[src/rtl/clk_div_ctrl_pkg.sv]
// ============================================================================
// clk_div_ctrl_pkg : shared types and the quadrature Gray successor helper.
// Revision 1.0
// ============================================================================
`default_nettype none

package clk_div_ctrl_pkg;

  typedef enum logic [2:0] {
    DRST   = 3'd0,
    SETTLE = 3'd1,
    IDLE   = 3'd2,
    GAP    = 3'd3,
    OWN    = 3'd4
  } state_e;

  typedef enum logic [1:0] {
    PH0   = 2'd0,
    PH90  = 2'd1,
    PH180 = 2'd2,
    PH270 = 2'd3
  } phase_e;

  localparam int CHK_ARM_CYCLES = 2;

  // Legal next value of {clk0, clk90}: 00 -> 10 -> 11 -> 01 -> 00.
  function automatic logic [1:0] gray_next(input logic [1:0] cur);
    case (cur)
      2'b00:   return 2'b10;
      2'b10:   return 2'b11;
      2'b11:   return 2'b01;
      default: return 2'b00;
    endcase
  endfunction

endpackage

`default_nettype wire

[src/rtl/clk_div_ctrl_rr_arbiter.sv]
// ============================================================================
// rr_arbiter : combinational round-robin pick, first set request above ptr.
// Revision 1.0
// ============================================================================
`default_nettype none

module rr_arbiter #(
  parameter int NUM_REQ = 4,
  parameter int PTR_W   = 2
) (
  input  logic [NUM_REQ-1:0] req,
  input  logic [PTR_W-1:0]   ptr,
  output logic [NUM_REQ-1:0] grant,
  output logic               valid
);

  int               w_sum;
  logic [PTR_W-1:0] w_idx;

  always_comb begin
    grant = '0;
    valid = 1'b0;
    w_sum = 0;
    w_idx = '0;
    // Offset NUM_REQ wraps back onto ptr itself, so it has lowest priority.
    for (int off = 1; off <= NUM_REQ; off++) begin
      w_sum = int'(ptr) + off;
      if (w_sum >= NUM_REQ) w_sum = w_sum - NUM_REQ;
      w_idx = PTR_W'(w_sum);
      if (!valid && req[w_idx]) begin
        grant[w_idx] = 1'b1;
        valid        = 1'b1;
      end
    end
  end

endmodule

`default_nettype wire

[src/rtl/clk_div_ctrl.sv]
// ============================================================================
// clk_div_ctrl : quadrature divider reset sequencer, phase-select arbiter and
// glitch-free phase gate. Optional lock check: CLK_DIV_CTRL_LOCK_CHECK_EN.
// Revision 1.0
// ============================================================================
`default_nettype none

module clk_div_ctrl
  import clk_div_ctrl_pkg::*;
#(
  parameter int NUM_REQ        = 4,
  parameter int DIV_RST_CYCLES = 4,
  parameter int SETTLE_CYCLES  = 8,
  parameter int GAP_CYCLES     = 2
) (
  input  logic                 clk_i,
  input  logic                 rst_i,
  input  logic                 restart_i,
  input  logic [NUM_REQ-1:0]   req_i,
  input  logic [NUM_REQ*2-1:0] phase_sel_i,
  input  logic                 clk0_i,
  input  logic                 clk90_i,
  input  logic                 clk180_i,
  input  logic                 clk270_i,
  output logic                 div_rst_o,
  output logic                 ready_o,
  output logic [NUM_REQ-1:0]   gnt_o,
  output logic [1:0]           phase_o,
  output logic                 phase_en_o,
  output logic                 lock_err_o
);

  localparam int PTR_W = (NUM_REQ > 1) ? $clog2(NUM_REQ) : 1;
  localparam int CNT_W = 16;

  state_e             r_state, w_state;
  logic [CNT_W-1:0]   r_cnt, w_cnt;
  logic [PTR_W-1:0]   r_ptr, w_ptr;
  logic [PTR_W-1:0]   r_win, w_win;
  phase_e             r_lat, w_lat;
  logic               r_ever, w_ever;
  logic               r_div_rst, w_div_rst;
  logic               r_ready, w_ready;
  logic [NUM_REQ-1:0] r_gnt, w_gnt;
  phase_e             r_phase, w_phase;
  logic               r_phase_en, w_phase_en;
  logic               r_lock_err;
  logic               w_lock_viol;

  logic [NUM_REQ-1:0] w_arb_gnt;
  logic               w_arb_valid;
  logic [PTR_W-1:0]   w_arb_idx;
  phase_e             w_arb_phase;
  logic [1:0]         w_sel [NUM_REQ];
  logic [NUM_REQ-1:0] w_win_oh;

  for (genvar g = 0; g < NUM_REQ; g++) begin : g_sel
    assign w_sel[g] = phase_sel_i[2*g +: 2];
  end

  rr_arbiter #(
    .NUM_REQ (NUM_REQ),
    .PTR_W   (PTR_W)
  ) u_arb (
    .req   (req_i),
    .ptr   (r_ptr),
    .grant (w_arb_gnt),
    .valid (w_arb_valid)
  );

  always_comb begin
    w_arb_idx   = '0;
    w_arb_phase = PH0;
    for (int i = 0; i < NUM_REQ; i++) begin
      if (w_arb_gnt[i]) begin
        w_arb_idx   = PTR_W'(i);
        w_arb_phase = phase_e'(w_sel[i]);
      end
    end
  end

  assign w_win_oh = {{(NUM_REQ-1){1'b0}}, 1'b1} << r_win;

`ifdef CLK_DIV_CTRL_LOCK_CHECK_EN
  logic [1:0] r_q, r_q_prev, r_qn;
  logic [1:0] r_arm;
  logic       w_active;

  assign w_active = (r_state == IDLE) || (r_state == GAP) || (r_state == OWN);

  always_ff @(posedge clk_i) begin
    if (!rst_i) begin
      r_q      <= 2'b00;
      r_q_prev <= 2'b00;
      r_qn     <= 2'b11;
      r_arm    <= 2'd0;
    end else begin
      r_q      <= {clk0_i, clk90_i};
      r_qn     <= {clk180_i, clk270_i};
      r_q_prev <= r_q;
      if (!w_active) r_arm <= 2'd0;
      else if (r_arm != 2'(CHK_ARM_CYCLES)) r_arm <= r_arm + 2'd1;
    end
  end

  assign w_lock_viol = w_active && (r_arm == 2'(CHK_ARM_CYCLES)) &&
                       (((r_q != r_q_prev) && (r_q != gray_next(r_q_prev))) ||
                        (r_qn != ~r_q));
`else
  logic w_unused_clks;
  assign w_unused_clks = ^{clk0_i, clk90_i, clk180_i, clk270_i};
  assign w_lock_viol   = 1'b0;
`endif

  always_comb begin
    w_state    = r_state;
    w_cnt      = r_cnt;
    w_ptr      = r_ptr;
    w_win      = r_win;
    w_lat      = r_lat;
    w_ever     = r_ever;
    w_div_rst  = r_div_rst;
    w_ready    = r_ready;
    w_gnt      = r_gnt;
    w_phase    = r_phase;
    w_phase_en = r_phase_en;
    if (restart_i || w_lock_viol) begin
      w_state    = DRST;
      w_cnt      = '0;
      w_ptr      = PTR_W'(NUM_REQ-1);
      w_win      = '0;
      w_lat      = PH0;
      w_ever     = 1'b0;
      w_div_rst  = 1'b0;
      w_ready    = 1'b0;
      w_gnt      = '0;
      w_phase    = PH0;
      w_phase_en = 1'b0;
    end else begin
      case (r_state)
        DRST: begin
          if (r_cnt == CNT_W'(DIV_RST_CYCLES-1)) begin
            w_state   = SETTLE;
            w_cnt     = '0;
            w_div_rst = 1'b1;
          end else begin
            w_cnt = r_cnt + CNT_W'(1);
          end
        end
        SETTLE: begin
          if (r_cnt == CNT_W'(SETTLE_CYCLES-1)) begin
            w_state = IDLE;
            w_cnt   = '0;
            w_ready = 1'b1;
          end else begin
            w_cnt = r_cnt + CNT_W'(1);
          end
        end
        IDLE: begin
          w_phase_en = r_ever;
          if (w_arb_valid) begin
            w_win = w_arb_idx;
            w_lat = w_arb_phase;
            if (w_arb_phase == r_phase) begin
              w_state    = OWN;
              w_gnt      = w_arb_gnt;
              w_phase_en = 1'b1;
              w_ever     = 1'b1;
            end else begin
              w_state    = GAP;
              w_cnt      = '0;
              w_phase_en = 1'b0;
            end
          end
        end
        GAP: begin
          // Owner withdrawing mid-gap aborts without touching phase_o.
          if (!req_i[r_win]) begin
            w_state    = IDLE;
            w_ptr      = r_win;
            w_cnt      = '0;
            w_phase_en = r_ever;
          end else if (r_cnt == CNT_W'(GAP_CYCLES-1)) begin
            w_state    = OWN;
            w_cnt      = '0;
            w_phase    = r_lat;
            w_gnt      = w_win_oh;
            w_phase_en = 1'b1;
            w_ever     = 1'b1;
          end else begin
            w_cnt = r_cnt + CNT_W'(1);
          end
        end
        OWN: begin
          if (!req_i[r_win]) begin
            w_state = IDLE;
            w_gnt   = '0;
            w_ptr   = r_win;
          end
        end
        default: w_state = DRST;
      endcase
    end
  end

  always_ff @(posedge clk_i) begin
    if (!rst_i) begin
      r_state    <= DRST;
      r_cnt      <= '0;
      r_ptr      <= PTR_W'(NUM_REQ-1);
      r_win      <= '0;
      r_lat      <= PH0;
      r_ever     <= 1'b0;
      r_div_rst  <= 1'b0;
      r_ready    <= 1'b0;
      r_gnt      <= '0;
      r_phase    <= PH0;
      r_phase_en <= 1'b0;
      r_lock_err <= 1'b0;
    end else begin
      r_state    <= w_state;
      r_cnt      <= w_cnt;
      r_ptr      <= w_ptr;
      r_win      <= w_win;
      r_lat      <= w_lat;
      r_ever     <= w_ever;
      r_div_rst  <= w_div_rst;
      r_ready    <= w_ready;
      r_gnt      <= w_gnt;
      r_phase    <= w_phase;
      r_phase_en <= w_phase_en;
      r_lock_err <= r_lock_err | w_lock_viol;
    end
  end

  assign div_rst_o  = r_div_rst;
  assign ready_o    = r_ready;
  assign gnt_o      = r_gnt;
  assign phase_o    = r_phase;
  assign phase_en_o = r_phase_en;
  assign lock_err_o = r_lock_err;

endmodule

`default_nettype wire

[config.mk]
export PLATFORM = sky130hd
export DESIGN_NAME = clk_div_ctrl
export DESIGN_NICKNAME = d
export VERILOG_FILES = /design/src/rtl/clk_div_ctrl_pkg.sv /design/src/rtl/clk_div_ctrl_rr_arbiter.sv /design/src/rtl/clk_div_ctrl.sv
export SDC_FILE = /design/constraint.sdc
export NUM_CORES = 1
export LEC_CHECK = 0
export ABC_CLOCK_PERIOD_IN_PS = 3100
export CORE_ASPECT_RATIO = 0.5
export CORE_MARGIN = 2
export CORE_UTILIZATION = 50
export DETAILED_ROUTE_END_ITERATION = 6
export DONT_BUFFER_PORTS = 1
export GPL_TIMING_DRIVEN = 1
export PLACE_DENSITY = 0.74
export SETUP_SLACK_MARGIN = 0.2
export SYNTH_ARGS = -nofsm -noshare
export SYNTH_HDL_FRONTEND = slang
export SYNTH_SLANG_ARGS = --single-unit
[constraint.sdc]
create_clock -name clk_i -period 3.1 [get_ports clk_i]
set_input_delay 0.31 -clock clk_i [delete_from_list [all_inputs] [get_ports clk_i]]
set_output_delay 0.31 -clock clk_i [all_outputs]
set_load 0.01 [all_outputs]
# --- After elaboration in Yosys (flattened, before gate mapping) ---
# Cells that the tools add are included.
classes:
  n_addsub: 9
  magnitude_cmp: 13
  eq_ne: 17
  shifts: 1
  mux: 67
  n_bitwise: 5
  n_reduce_logical: 26
op_table:
  columns: ["op", "count"]
  rows:
  - ["16-bit 2-to-1 mux", 6]
  - ["16-bit one-hot mux with 4 select lines", 1]
  - ["4-bit 2-to-1 mux", 9]
  - ["1-bit 2-to-1 mux", 21]
  - ["3-bit 2-to-1 mux", 7]
  - ["2-bit 2-to-1 mux", 10]
  - ["16-bit by 1-bit adder with 16-bit output (second input constant)", 1]
  - ["16-bit by 1-bit equality test with 1-bit output (second input constant)", 1]
  - ["16-bit by 2-bit equality test with 1-bit output (second input constant)", 1]
  - ["16-bit by 3-bit equality test with 1-bit output (second input constant)", 1]
  - ["2-bit by 3-bit less-than comparator with 1-bit output (second input constant)", 5]
  - ["3-bit one-hot mux with 5 select lines", 1]
  - ["2-bit inequality test (second input constant)", 7]
  - ["4-bit bitwise OR", 3]
  - ["4-bit one-hot mux with 3 select lines", 1]
  - ["1-bit binary-select mux with 2-bit select", 5]
  - ["2-bit AND reduction", 5]
  - ["5-bit AND reduction", 2]
  - ["3-bit >= comparator (second input constant)", 3]
  - ["1-bit demux with 2-bit select", 4]
  - ["2-bit by 1-bit >= comparator with 1-bit output (second input constant)", 4]
  - ["2-bit by 1-bit subtractor with 2-bit output (second input constant)", 4]
  - ["1-bit logical AND", 7]
  - ["2-bit by 2-bit adder with 3-bit output (second input constant)", 2]
  - ["other kinds (20)", 27]
word_totals:
  register_bits: 35
  input_bits: 19
  out_inout_bits: 10

# --- Longest topological paths before layout ---
depth:
  word_depth: 23
  ltp_mapped: 14
  mapped_depth_nobuf: 11

# --- Modules after synthesis ---
# From an unflattened synthesis, not the netlist that was laid out.
hier_totals:
  cells_unflattened: 341
  area_unflattened_um2: 2688.8
modules_own_cells:
  columns: ["mod", "n_inst", "cells_per_inst", "area_each_um2"]
  rows:
  - ["clk_div_ctrl", 1, 293, 2273.4]
  - ["rr_arbiter", 1, 48, 415.4]

# --- Worst setup path before layout ---
# OpenSTA, ideal clock, no wires.
synth_path:
  path_kind: "reg2reg"
  from: "register r_ptr[0]"
  to: "register r_cnt[2]"
  setup_time_ns: 0.115
  arrival_time_ns: 3.277
  t_required_ns: 2.985
  slack_ns: -0.291
  path_stages_with_launch: 15
  synth_period_minus_slack_ns: 3.391
  cell_sequence: "dfxtp_1 buf_6 inv_1 ha_1 mux4_2 nor4b_4 buf_6 nand2_2 o211a_2 a2111oi_2 o311ai_2 nand2_2 a21oi_4 buf_6 o21a_1"
synth_between:
  elab_chain_cells: 22
synth_lines:
  columns: ["item", "line_no", "source"]
  rows:
  - ["start: declaration", "clk_div_ctrl.sv:38", "logic [PTR_W-1:0] r_ptr, w_ptr;"]
  - ["start signal: assignment", "clk_div_ctrl.sv:210", "r_ptr <= PTR_W'(NUM_REQ-1);"]
  - ["start signal: assignment", "clk_div_ctrl.sv:223", "r_ptr <= w_ptr;"]
  - ["branches (longest 21 deep; another with 2-bit by 1-bit adder with 3-bit output)", null, null]
  - ["3-bit AND reduction (no line) *", null, null]
  - ["end signal: assignment", "clk_div_ctrl.sv:222", "r_cnt <= w_cnt;"]
  - ["end: declaration", "clk_div_ctrl.sv:37", "logic [CNT_W-1:0] r_cnt, w_cnt;"]
# Mark *: on every way between the ends. The select of a mux whose other input is x is not followed.
# A chain may end at the register's enable or synchronous reset.

# --- Final worst setup path ---
layout_path:
  from: "register r_ptr[0]"
  to: "register r_gnt[1] (netlist: gnt_o[1])"
layout_between:
  elab_chain_cells: 22
layout_lines:
  columns: ["item", "line_no", "source"]
  rows:
  - ["branches (longest 22 deep; another with 2-bit by 1-bit adder with 3-bit output)", null, null]
  - ["end signal: assignment", "clk_div_ctrl.sv:229", "r_gnt <= w_gnt;"]
  - ["end: declaration", "clk_div_ctrl.sv:44", "logic [NUM_REQ-1:0] r_gnt, w_gnt;"]
# Several ways; the timed one is not identified. The select of a mux whose other input is x is not followed.

==> metrics.yaml <==
status: "finished with violations"
violations: "negative setup slack"
ys_seq_elements: 35
synth_most_common_cell: "a21oi_1"
critPathMaxFanout: 3
postRouteAntennaNets: 0
avgSynthCellArea_um2: 8.20
required_ns: 3.31
r2r-end: "gnt_o[1]"
cpMaxStageDelayCell: "mux4_2"
cp-end-kind: "flop"
core_area_um2: 5020
dieArea_um2: 5930
grt-ovfl-total: 0
post-route-min-period_ns: 3.22
period_share: 1.04
hold_ws_ns: 0.304
power_density_nw_per_um2: 297
finalSetupViolCount: 21
async_reset_ff_frac: 0
hold_viol: 0
cp_num_buf_inv: 3
grt_max_degree: 28
nets: 384
vdd_drop_max_mv: 0.145
cts_sinks: 35
grt_pass1_vias: 2565
leakagePower_nw: 1.20
place_ws_ns: -0.187
cts_root_buffer: "clkbuf_8"
fmax_mhz: 311
yosysTopAreaCellShare: 0.264
syn-num-nets: 352
portBuffers: 0
synth_edf_count: 0
place_congestion: 0.882
start_util: 0.528
layout_setup_ws_ns: -0.116
rows: 18
grt_pass1_wl_um: 11600
slew_headroom: 0.570
worstReg2RegStart: "r_ptr[0]"
yosysTopAreaCell: "dfxtp_1"
cp_data_arrival_time_ns: 3.43
cp-start-kind: "flop"
routed_via_density: 6.13
die_y_um: 55.5
wire_per_inst_um: 15.8
die_w_um: 107
reg2reg_depth: 13
rsz0062_at_grt: "yes"
io-pin-count: 29
clk_pin_slew_worst_paths_ns: 0.07
cap_violations: 0
synth_area_leaders: "dfxtp_1 26%, a21oi_1 8.5%, o21ai_0 5.1%"
area_growth_syn_to_layout_pct: 21.3
wl_met3_um: 207
cts_tree: "done"
route.vias.total: 2597
fin_worst_skew_ns: 0.00545
worstHoldStart: "restart_i"
synth_ff_type: "dfxtp_1"
place_area_um2: 2990
met2_length_um: 3300
max-clock-path-buffers: 2
finalPower_mw: 0.953
slowest_delay_ns: 0.55
top_layer_used: "met4"
cp_top_family: "compound AO/OA/AOI/OAI gates"
crit_path_cell_trace: "inv_6 > ha_4 > mux4_2 > and3b_1 > or2_4 > a22o_1 > o31ai_4 > o311ai_2 > buf_4 > a21oi_4 > buf_6 > nor2_4 > a211oi_2"
drtIter0Drc: 158
netlist_instances: 323
antenna_found_initial: 0
syn_area_um2: 2650
critPathKind: "flop to flop"
insertion_delay_ns: 0.29
crit_start: "r_ptr[0]"
wl_met1_um: 3080
yosysSeqAreaShare: 0.264
worst-path-stages: 13
finalWirelength_um: 6700
drc: 0
ff2ff_setup_slack_ns: -0.12
htree_levels: 2
whs_path_depth: 2
drive_gt1_frac: 0.257
fillers: 432
worst_slew_pin_slew_ns: 0.640
diodes: 0
fin_area_um2: 3210
dp_hpwl_um: 4930
maxSlewViolCount: 0
synth.distinct_cells: 59
tns_ns: -1.88
track_usage: 0.238
min_path_type: "primary input to flop"
cts_inserted_buffers: 5
yosysWarnings: 0
synth_commonest_cells: "45 x a21oi_1, 35 x dfxtp_1, 27 x o21ai_0"
firstDrtPassIters: 4
cp-endpoint: "gnt_o[1]"
through the flow:
step                instances   util
detailed placement        411  0.595
CTS                       422  0.629
global placement          411  0.595
finish                    424  0.640
floorplan                 323      -
global route              424  0.640
routing by layer:
layer / GRT usage / up-vias
li1: - / 1298
met1: 0.287 / 1248
met2: 0.423 / 39
met3: 0.0519 / 12
met4: 0.0779 / 0
met5: 0 / -
worst reg2reg max path, stage by stage (launching register included):
cell,delay (ns)
dfxtp_4,0.38
inv_6,0.04
ha_4,0.26
mux4_2,0.55
and3b_1,0.22
or2_4,0.24
a22o_1,0.29
o31ai_4,0.29
o311ai_2,0.13
buf_4,0.18
a21oi_4,0.19
buf_6,0.13
nor2_4,0.04
a211oi_2,0.20
placed cells by master, fill, tap and decap left out, types with 3 or more instances in the layout:
cell type / Yosys / final
nand2_1: 15 / 13
nand3_1: 7 / 7
a31oi_1: 6 / 6
o21a_1: 16 / 16
mux2i_1: 3 / 3
o211ai_1: 7 / 7
inv_1: 11 / 9
a21oi_1: 45 / 42
clkbuf_8: 0 / 5
nand2b_1: 4 / 4
dfxtp_1: 35 / 33
ha_1: 10 / 9
and3b_1: 3 / 3
nor4_1: 5 / 4
mux4_2: 5 / 5
buf_4: 2 / 35
nor2_1: 23 / 22
and3_1: 14 / 14
nor2b_1: 4 / 4
nor3b_1: 3 / 3
nor3_1: 6 / 5
o21ai_0: 27 / 27
buf_6: 4 / 4
a21oi_2: 1 / 3
nand3b_1: 3 / 3
a211oi_2: 4 / 6
and2_1: 3 / 3
how the worst min path moves through the flow:
stage / end / slack, ns
floorplan: phase_o[0] / 0.45
global placement: phase_o[1] / 0.47
detailed placement: phase_o[1] / 0.48
CTS: r_ptr[0] / 0.30
global route: r_ptr[1] / 0.33
finish: r_ptr[1] / 0.30
registers in the layout, indices dropped and copies added (netlist names):
register / flops
phase_en_o: 1
r_win: 2
div_rst_o: 1
ready_o: 1
r_lat: 2
r_state: 3
gnt_o: 4
r_ptr: 2
r_ever: 1
r_cnt: 16
phase_o: 2
cell families (layout without fill, tap and decap cells):
logic type	count (synthesis)	after routing	share of synthesized area
buffers and inverters	27	58	0.0524
other	1	1	0.00142
AND/OR/NAND/NOR	101	101	0.214
adder cells (fa/ha/maj)	10	10	0.0472
AO/OA/AOI/OAI	141	141	0.367
multiplexers	8	8	0.0538
flip-flops	35	35	0.264
timing repair:
| action | in CTS | in global routing |
|---|---|---|
| resized for setup | 13 | 7 |
| hold buffers | 0 | 0 |
| endpoints found under the setup margin | 25 | 27 |
| buffers inserted | 5 | 2 |
| pin swaps | 4 | 5 |
where the power goes:
part / switching (mW) / internal (mW) / total, mW
registers: 0.00757 / 0.454 / 0.461
clock network: 0.153 / 0.150 / 0.302
logic: 0.103 / 0.0863 / 0.189
total: 0.264 / 0.690 / 0.953
layout make-up:
| type | instances | area [um^2] | area share |
|---|---|---|---|
| inverter | 12 | 50.0 | 0.0156 |
| sequential | 35 | 706 | 0.220 |
| timing repair buffer | 40 | 328 | 0.102 |
| multi-input combinational | 261 | 1970 | 0.613 |
| tap | 70 | 87.6 | 0.0272 |
| clock buffer | 6 | 72.6 | 0.0226 |
(Power assumes the default switching activity.)
